`src/rtl/vol_ctrl_multi.sv`:
```
// Multi-channel volume controller: debounced UP/DOWN/MUTE buttons with auto-repeat,
// saturating per-channel attenuation, and a coalescing valid/ack volume-word output.
module vol_ctrl_multi #(
  parameter int unsigned NUM_CH   = 2,
  parameter int unsigned CH_W     = 8,
  parameter int unsigned STEP     = 'h10,
  parameter int unsigned ATT_MAX  = 'hF0,
  parameter int unsigned ATT_DEF  = 'hF0,
  parameter int unsigned ATT_MUTE = 'hFE,
  parameter int unsigned DB_CYC   = 500000,
  parameter int unsigned RPT_DLY  = 25000000,
  parameter int unsigned RPT_PER  = 5000000
) (
  input  logic                     CLK,
  input  logic                     RST_N,
  input  logic                     UP,
  input  logic                     DOWN,
  input  logic                     MUTE,
  input  logic                     VOL_RST,
  input  logic [NUM_CH-1:0]        CH_SEL,
  output logic [NUM_CH*CH_W-1:0]   VOL,
  output logic                     VOL_VALID,
  input  logic                     VOL_ACK,
  output logic                     MUTED
);

  localparam int unsigned DB_W  = $clog2(DB_CYC + 1);
  localparam int unsigned RPT_W = $clog2(RPT_DLY + 1);
  localparam int unsigned CW1   = CH_W + 1;
  localparam int unsigned VW    = NUM_CH * CH_W;

  localparam logic [CW1-1:0]    STEP_X   = CW1'(STEP);
  localparam logic [CW1-1:0]    MAX_X    = CW1'(ATT_MAX);
  localparam logic [CH_W-1:0]   MAX_L    = CH_W'(ATT_MAX);
  localparam logic [CH_W-1:0]   DEF_L    = CH_W'(ATT_DEF);
  localparam logic [CH_W-1:0]   MUTE_L   = CH_W'(ATT_MUTE);
  localparam logic [DB_W-1:0]   DB_LAST  = DB_W'(DB_CYC - 1);
  localparam logic [RPT_W-1:0]  RPT_HIT  = RPT_W'(RPT_DLY);
  localparam logic [RPT_W-1:0]  RPT_RLD  = RPT_W'(RPT_DLY - RPT_PER + 1);

  typedef enum logic {S_IDLE, S_PEND} state_e;

  // Button index 0 = UP, 1 = DOWN, 2 = MUTE.
  logic [2:0]                   sync1_q, sync2_q;
  logic [2:0]                   deb_q, deb_d;
  logic [2:0][DB_W-1:0]         db_cnt_q, db_cnt_d;
  logic [2:0]                   press_q, press_d;
  logic [1:0][RPT_W-1:0]        hold_q, hold_d;
  logic                         conf_q, conf_d;
  logic [NUM_CH-1:0][CH_W-1:0]  lvl_q, lvl_d;
  logic                         muted_q, muted_d;
  logic [VW-1:0]                target_q, target_d;
  state_e                       state_q, state_d;
  logic [VW-1:0]                vol_q, vol_d;
  logic                         valid_q, valid_d;

  logic                         blk_c, ev_up_c, ev_dn_c, ev_mute_c;
  logic [1:0]                   rpt_c;
  logic [NUM_CH-1:0][CW1-1:0]   up_dif_c, dn_sum_c;

  // Debounce: accept a new level after DB_CYC consecutive differing samples.
  always_comb begin
    deb_d    = deb_q;
    db_cnt_d = db_cnt_q;
    for (int i = 0; i < 3; i++) begin
      if (sync2_q[i] != deb_q[i]) begin
        if (db_cnt_q[i] == DB_LAST) begin
          deb_d[i]    = sync2_q[i];
          db_cnt_d[i] = '0;
        end else begin
          db_cnt_d[i] = db_cnt_q[i] + DB_W'(1);
        end
      end else begin
        db_cnt_d[i] = '0;
      end
    end
    press_d = deb_d & ~deb_q;
  end

  // Auto-repeat and UP/DOWN conflict lockout (held until both are released).
  always_comb begin
    conf_d = conf_q;
    if (deb_q[0] && deb_q[1])        conf_d = 1'b1;
    else if (!deb_q[0] && !deb_q[1]) conf_d = 1'b0;
    blk_c = conf_q | (deb_q[0] & deb_q[1]);
    for (int j = 0; j < 2; j++) begin
      rpt_c[j]  = deb_q[j] && !blk_c && (hold_q[j] == RPT_HIT);
      if (!deb_q[j] || blk_c)        hold_d[j] = '0;
      else if (hold_q[j] == RPT_HIT) hold_d[j] = RPT_RLD;
      else                           hold_d[j] = hold_q[j] + RPT_W'(1);
    end
    ev_up_c   = !blk_c && (press_q[0] || rpt_c[0]);
    ev_dn_c   = !blk_c && (press_q[1] || rpt_c[1]);
    ev_mute_c = press_q[2];
  end

  // Level arithmetic one bit wider than a channel so neither direction can wrap.
  always_comb begin
    for (int c = 0; c < NUM_CH; c++) begin
      up_dif_c[c] = {1'b0, lvl_q[c]} - STEP_X;
      dn_sum_c[c] = {1'b0, lvl_q[c]} + STEP_X;
    end
  end

  always_comb begin
    lvl_d   = lvl_q;
    muted_d = muted_q;
    if (VOL_RST) begin
      lvl_d   = {NUM_CH{DEF_L}};
      muted_d = 1'b0;
    end else begin
      if (ev_up_c) begin
        if (muted_q) begin
          muted_d = 1'b0;
        end else begin
          for (int c = 0; c < NUM_CH; c++)
            if (CH_SEL[c]) lvl_d[c] = up_dif_c[c][CH_W] ? '0 : up_dif_c[c][CH_W-1:0];
        end
      end else if (ev_dn_c && !muted_q) begin
        for (int c = 0; c < NUM_CH; c++)
          if (CH_SEL[c]) lvl_d[c] = (dn_sum_c[c] > MAX_X) ? MAX_L : dn_sum_c[c][CH_W-1:0];
      end
      if (ev_mute_c) muted_d = ~muted_d;
    end
    target_d = muted_d ? {NUM_CH{MUTE_L}} : lvl_d;
  end

  // Output handshake: VOL is frozen while PEND; target keeps absorbing updates.
  always_comb begin
    state_d = state_q;
    vol_d   = vol_q;
    valid_d = valid_q;
    case (state_q)
      S_IDLE: if (target_q != vol_q) begin
        vol_d   = target_q;
        valid_d = 1'b1;
        state_d = S_PEND;
      end
      S_PEND: if (VOL_ACK) begin
        valid_d = 1'b0;
        state_d = S_IDLE;
      end
      default: state_d = S_IDLE;
    endcase
  end

  always_ff @(posedge CLK or negedge RST_N) begin
    if (!RST_N) begin
      sync1_q  <= '0;
      sync2_q  <= '0;
      deb_q    <= '0;
      db_cnt_q <= '0;
      press_q  <= '0;
      hold_q   <= '0;
      conf_q   <= 1'b0;
      lvl_q    <= {NUM_CH{DEF_L}};
      muted_q  <= 1'b0;
      target_q <= {NUM_CH{DEF_L}};
      state_q  <= S_PEND;
      vol_q    <= {NUM_CH{DEF_L}};
      valid_q  <= 1'b1;
    end else begin
      sync1_q  <= {MUTE, DOWN, UP};
      sync2_q  <= sync1_q;
      deb_q    <= deb_d;
      db_cnt_q <= db_cnt_d;
      press_q  <= press_d;
      hold_q   <= hold_d;
      conf_q   <= conf_d;
      lvl_q    <= lvl_d;
      muted_q  <= muted_d;
      target_q <= target_d;
      state_q  <= state_d;
      vol_q    <= vol_d;
      valid_q  <= valid_d;
    end
  end

  assign VOL       = vol_q;
  assign VOL_VALID = valid_q;
  assign MUTED     = muted_q;

endmodule

```
`config.mk`:
```
export PLATFORM = sky130hd
export DESIGN_NAME = vol_ctrl_multi
export DESIGN_NICKNAME = d
export VERILOG_FILES = /design/src/rtl/vol_ctrl_multi.sv
export SDC_FILE = /design/constraint.sdc
export NUM_CORES = 1
export LEC_CHECK = 0
export BUFFER_PORTS_ARGS = -buffer_cell sky130_fd_sc_hd__buf_2
export CAP_MARGIN = 15
export CORE_MARGIN = 3
export CORE_UTILIZATION = 50
export DETAILED_ROUTE_END_ITERATION = 10
export PLACE_DENSITY = 0.66
export SYNTH_ARGS = -nofsm -noshare
export SYNTH_HDL_FRONTEND = slang
export SYNTH_SLANG_ARGS = --single-unit
```
`constraint.sdc`:
```
create_clock -name CLK -period 8.35 [get_ports CLK]
set_clock_uncertainty 0.15 [all_clocks]
set_input_delay 0.835 -clock CLK [delete_from_list [all_inputs] [get_ports CLK]]
set_output_delay 0.835 -clock CLK [all_outputs]
set_load 0.02 [all_outputs]
```
==> metrics.md <==
| Metric | Value |
|---|---|
| First-pass GRT wire length | `27,020 µm` |
| CTS clk-pin slew, worst paths | `about 60 ps` |
| Critical path capture point type | `flip-flop` |
| RSZ-0062 raised after global routing | `no` |
| Row cnt | `between 40 and 50` |
| Nets@finish | `850` |
| Clock root cell | `clkbuf_16` |
| CTS max path bufs | `2` |
| Setup TNS | `0 ps` |
| Die height | `~130 µm` |
| Ports | `27` |
| Worst min-delay path category | `flip-flop to flip-flop` |
| PwrDens | `190.5 mW/mm²` |
| Total wire length | `15,560 µm` |
| Yosys reg bits | `171` |
| Worst Path Required | `8540 ps` |
| Worst vdd ir | `150.9 µV` |
| Sequential element share of the synthesized area | `0.5230` |
| Lkg Pwr | `about 4 nW` |
| Grt ovf | `0` |
| Most frequent cells in the layout | `145 x dfrtp_1, 124 x nor2_1, 64 x xor2_1` |
| Post-synth EDFFs | `0` |
| Global Route Usage Sum | `0.1827` |
| Initial core utilization | `0.5152` |
| Via count | `5,776` |
| Unique masters post-synth | `61` |
| DR iter-0 viols | `around 410` |
| Count of final setup violators | `0` |
| Arrival @ worst endpoint | `3500 ps` |
| Crit Path Class | `flip-flop to flip-flop` |
| Fill count | `1,387` |
| Worst Path Max Fanout | `16` |
| Max Cap Viol | `0` |
| Most common cell after layout, fill and taps aside | `dfrtp_1` |
| Status | `complete, no violations` |
| CTS Sinks | `171` |
| Final Power | `roughly 1.7 mW` |
| CTS H-tree lvls | `4` |
| Area growth from synthesis to layout | `11.28%` |
| Vias in the first global route | `5,773` |
| Dpl hpwl | `10,710 µm` |
| Setup bufs post-CTS | `0` |
| Multi-input logic area | `around 0.0038 mm²` |
| RePlAce Congestion | `0.9038` |
| Port-buffer cells | `26` |
| Ys async rst share | `1.000` |
| Slowest stage cell, crit path | `or4_4` |
| Die width | `around 130 µm` |
| Final period utilization | `0.3965` |
| Via density | `around 5.5` |
| Routed len/inst | `14.74 µm` |
| Final Hold Viols | `0` |
| Rel. slew slack | `0.4069` |
| Max incr delay on CP | `~600 ps` |
| Crit path cell chain | `ha_1, or3b_1, or4_4, o21ai_4, nand3_2, and3b_1, or4b_1` |
| Share of layout cells above drive strength 1 | `0.1393` |
| Core Area | `~0.016 mm²` |
| DR DRC count | `0` |
| N_diodes | `0` |
| Cts hold-fix bufs | `0` |
| YS warnings | `0` |
| Cells after Synth | `798` |
| CP Launch Type | `flip-flop` |
| Post_cts resized | `0` |
| Net Count, Synth | `between 800 and 900` |
| Clock buffer count from CTS | `17` |
| Netlist Area Pre-Place | `just over 0.008 mm²` |
| FMAX | `302.1 MHz` |
| Initial antenna violation count | `0` |
| Die Area | `0.01806 mm²` |
| Clock latency on the worst-skew pair | `approximately 430 ps` |
| Antenna-violating nets left | `0` |
| Pin count of the biggest net entering global routing | `103` |
| Synthesized area per cell | `10.33 µm²` |
| CTS tree | `built` |
| FF+latch area | `0.004312 mm²` |
| Measured slew at the worst slew-check pin | `around 890 ps` |
| DRT Pass-1 Iters | `4` |
| Slew Viols, Final | `0` |
| Fin crit period | `around 3300 ps` |
| Main synth FF type | `dfrtp_1` |
-- worst paths after layout --
| path | endpoint | slack (ps) | cells past startpoint | startpoint |
|---|---|---|---|---|
| max in group asynchronous | db_cnt_q[51] | 6260 | 2 | RST_N |
| hold / removal | sync2_q[2] | 200 | 0 | sync1_q[2] |
| setup reg to reg | target_q[7] | 5040 | 7 | deb_q[0] |
| setup / recovery | target_q[7] | 5040 | 7 | deb_q[0] |
| hold reg to reg | sync2_q[2] | 200 | 0 | sync1_q[2] |
| min in group asynchronous | hold_q[4] | 370 | 1 | RST_N |
-- logic make-up (layout without fill, tap and decap cells) --
logic type                 count (synthesis)  count (layout)  synth area share
DFF                                      171             171            0.5230
muxes                                     21              21           0.02868
adders and majority gates                 14              14           0.02125
AOI/OAI and AO/OA                         55              55           0.04887
buffers and inverters                     44              86           0.02125
and+or+nand+nor                          381             381            0.2380
xor gates and xnor gates                 112             112            0.1190
-- registers in the layout (all words and copies together), names as in the netlist, 3 cells and up --
name      cells
VOL          16
db_cnt_q     57
sync1_q       3
hold_q       50
sync2_q       3
deb_q         3
press_q       3
lvl_q        16
target_q     16
-- synth_stat cells (15+ instances only) --
| cell type | count | area (µm²) |
|---|---|---|
| a21oi_1 | 15 | 75.07 |
| nand2_1 | 53 | 198.9 |
| dfstp_2 | 26 | 683.2 |
| mux2_2 | 21 | 236.5 |
| nor2_1 | 124 | 465.5 |
| nand4_1 | 30 | 187.7 |
| nor3_1 | 17 | 85.08 |
| inv_1 | 25 | 93.84 |
| xor2_1 | 64 | 560.5 |
| and2_1 | 18 | 112.6 |
| xnor2_1 | 48 | 420.4 |
| nand3_1 | 39 | 195.2 |
| dfrtp_1 | 145 | 3628 |
| nor4_1 | 15 | 93.84 |
| and3_1 | 20 | 125.1 |
-- where the power goes --
group	internal [mW]	switching, mW	total [mW]
registers	0.850	0.0123	0.863
clock network	0.452	0.317	0.769
logic	0.0440	0.0716	0.116
-- worst max-delay path: cells and delay by family, from the launching register on --
| kind | cells | cell delay [ps] |
|---|---|---|
| fa+ha+maj | 1 | 270 |
| compound gates | 1 | 350 |
| flops | 1 | 470 |
| simple gates | 5 | 1990 |
-- through the flow --
| step | utilization | hold WS, ps | setup slack, ps | instances | cell area (µm²) |
|---|---|---|---|---|---|
| 2_1_floorplan | - | 181.2 | 5415 | 798 | 8244 |
| 3_3_place_gp | 0.5368 | 184.8 | 5131 | 1024 | 8588 |
| 3_5_place_dp | 0.5368 | 184.7 | 5077 | 1024 | 8588 |
| 4_1_cts | 0.5734 | 199.5 | 5061 | 1056 | 9174 |
| 5_1_grt | 0.5734 | 202.6 | 4886 | 1056 | 9174 |
| 6_report | 0.5734 | 199.9 | 5040 | 1056 | 9174 |
-- per-layer routing --
metal	share of wire	vias up	global-route usage
met1	0.46	2860	0.2307
met5	0	-	0
met2	0.49	86	0.3059
met3	0.030	29	0.03863
met4	0.021	0	0.07749
li1	-	2801	-
-- final cells by class --
class | instances | area share
Multi-Input combinational cell | 583 | 0.4096
Inverter | 26 | 0.01064
Clock buffer | 24 | 0.05469
Clock inverter | 8 | 0.009138
Tap cell | 216 | 0.02946
Sequential cell | 171 | 0.4700
Timing Repair Buffer | 28 | 0.01650
(Power assumes the default switching activity.)
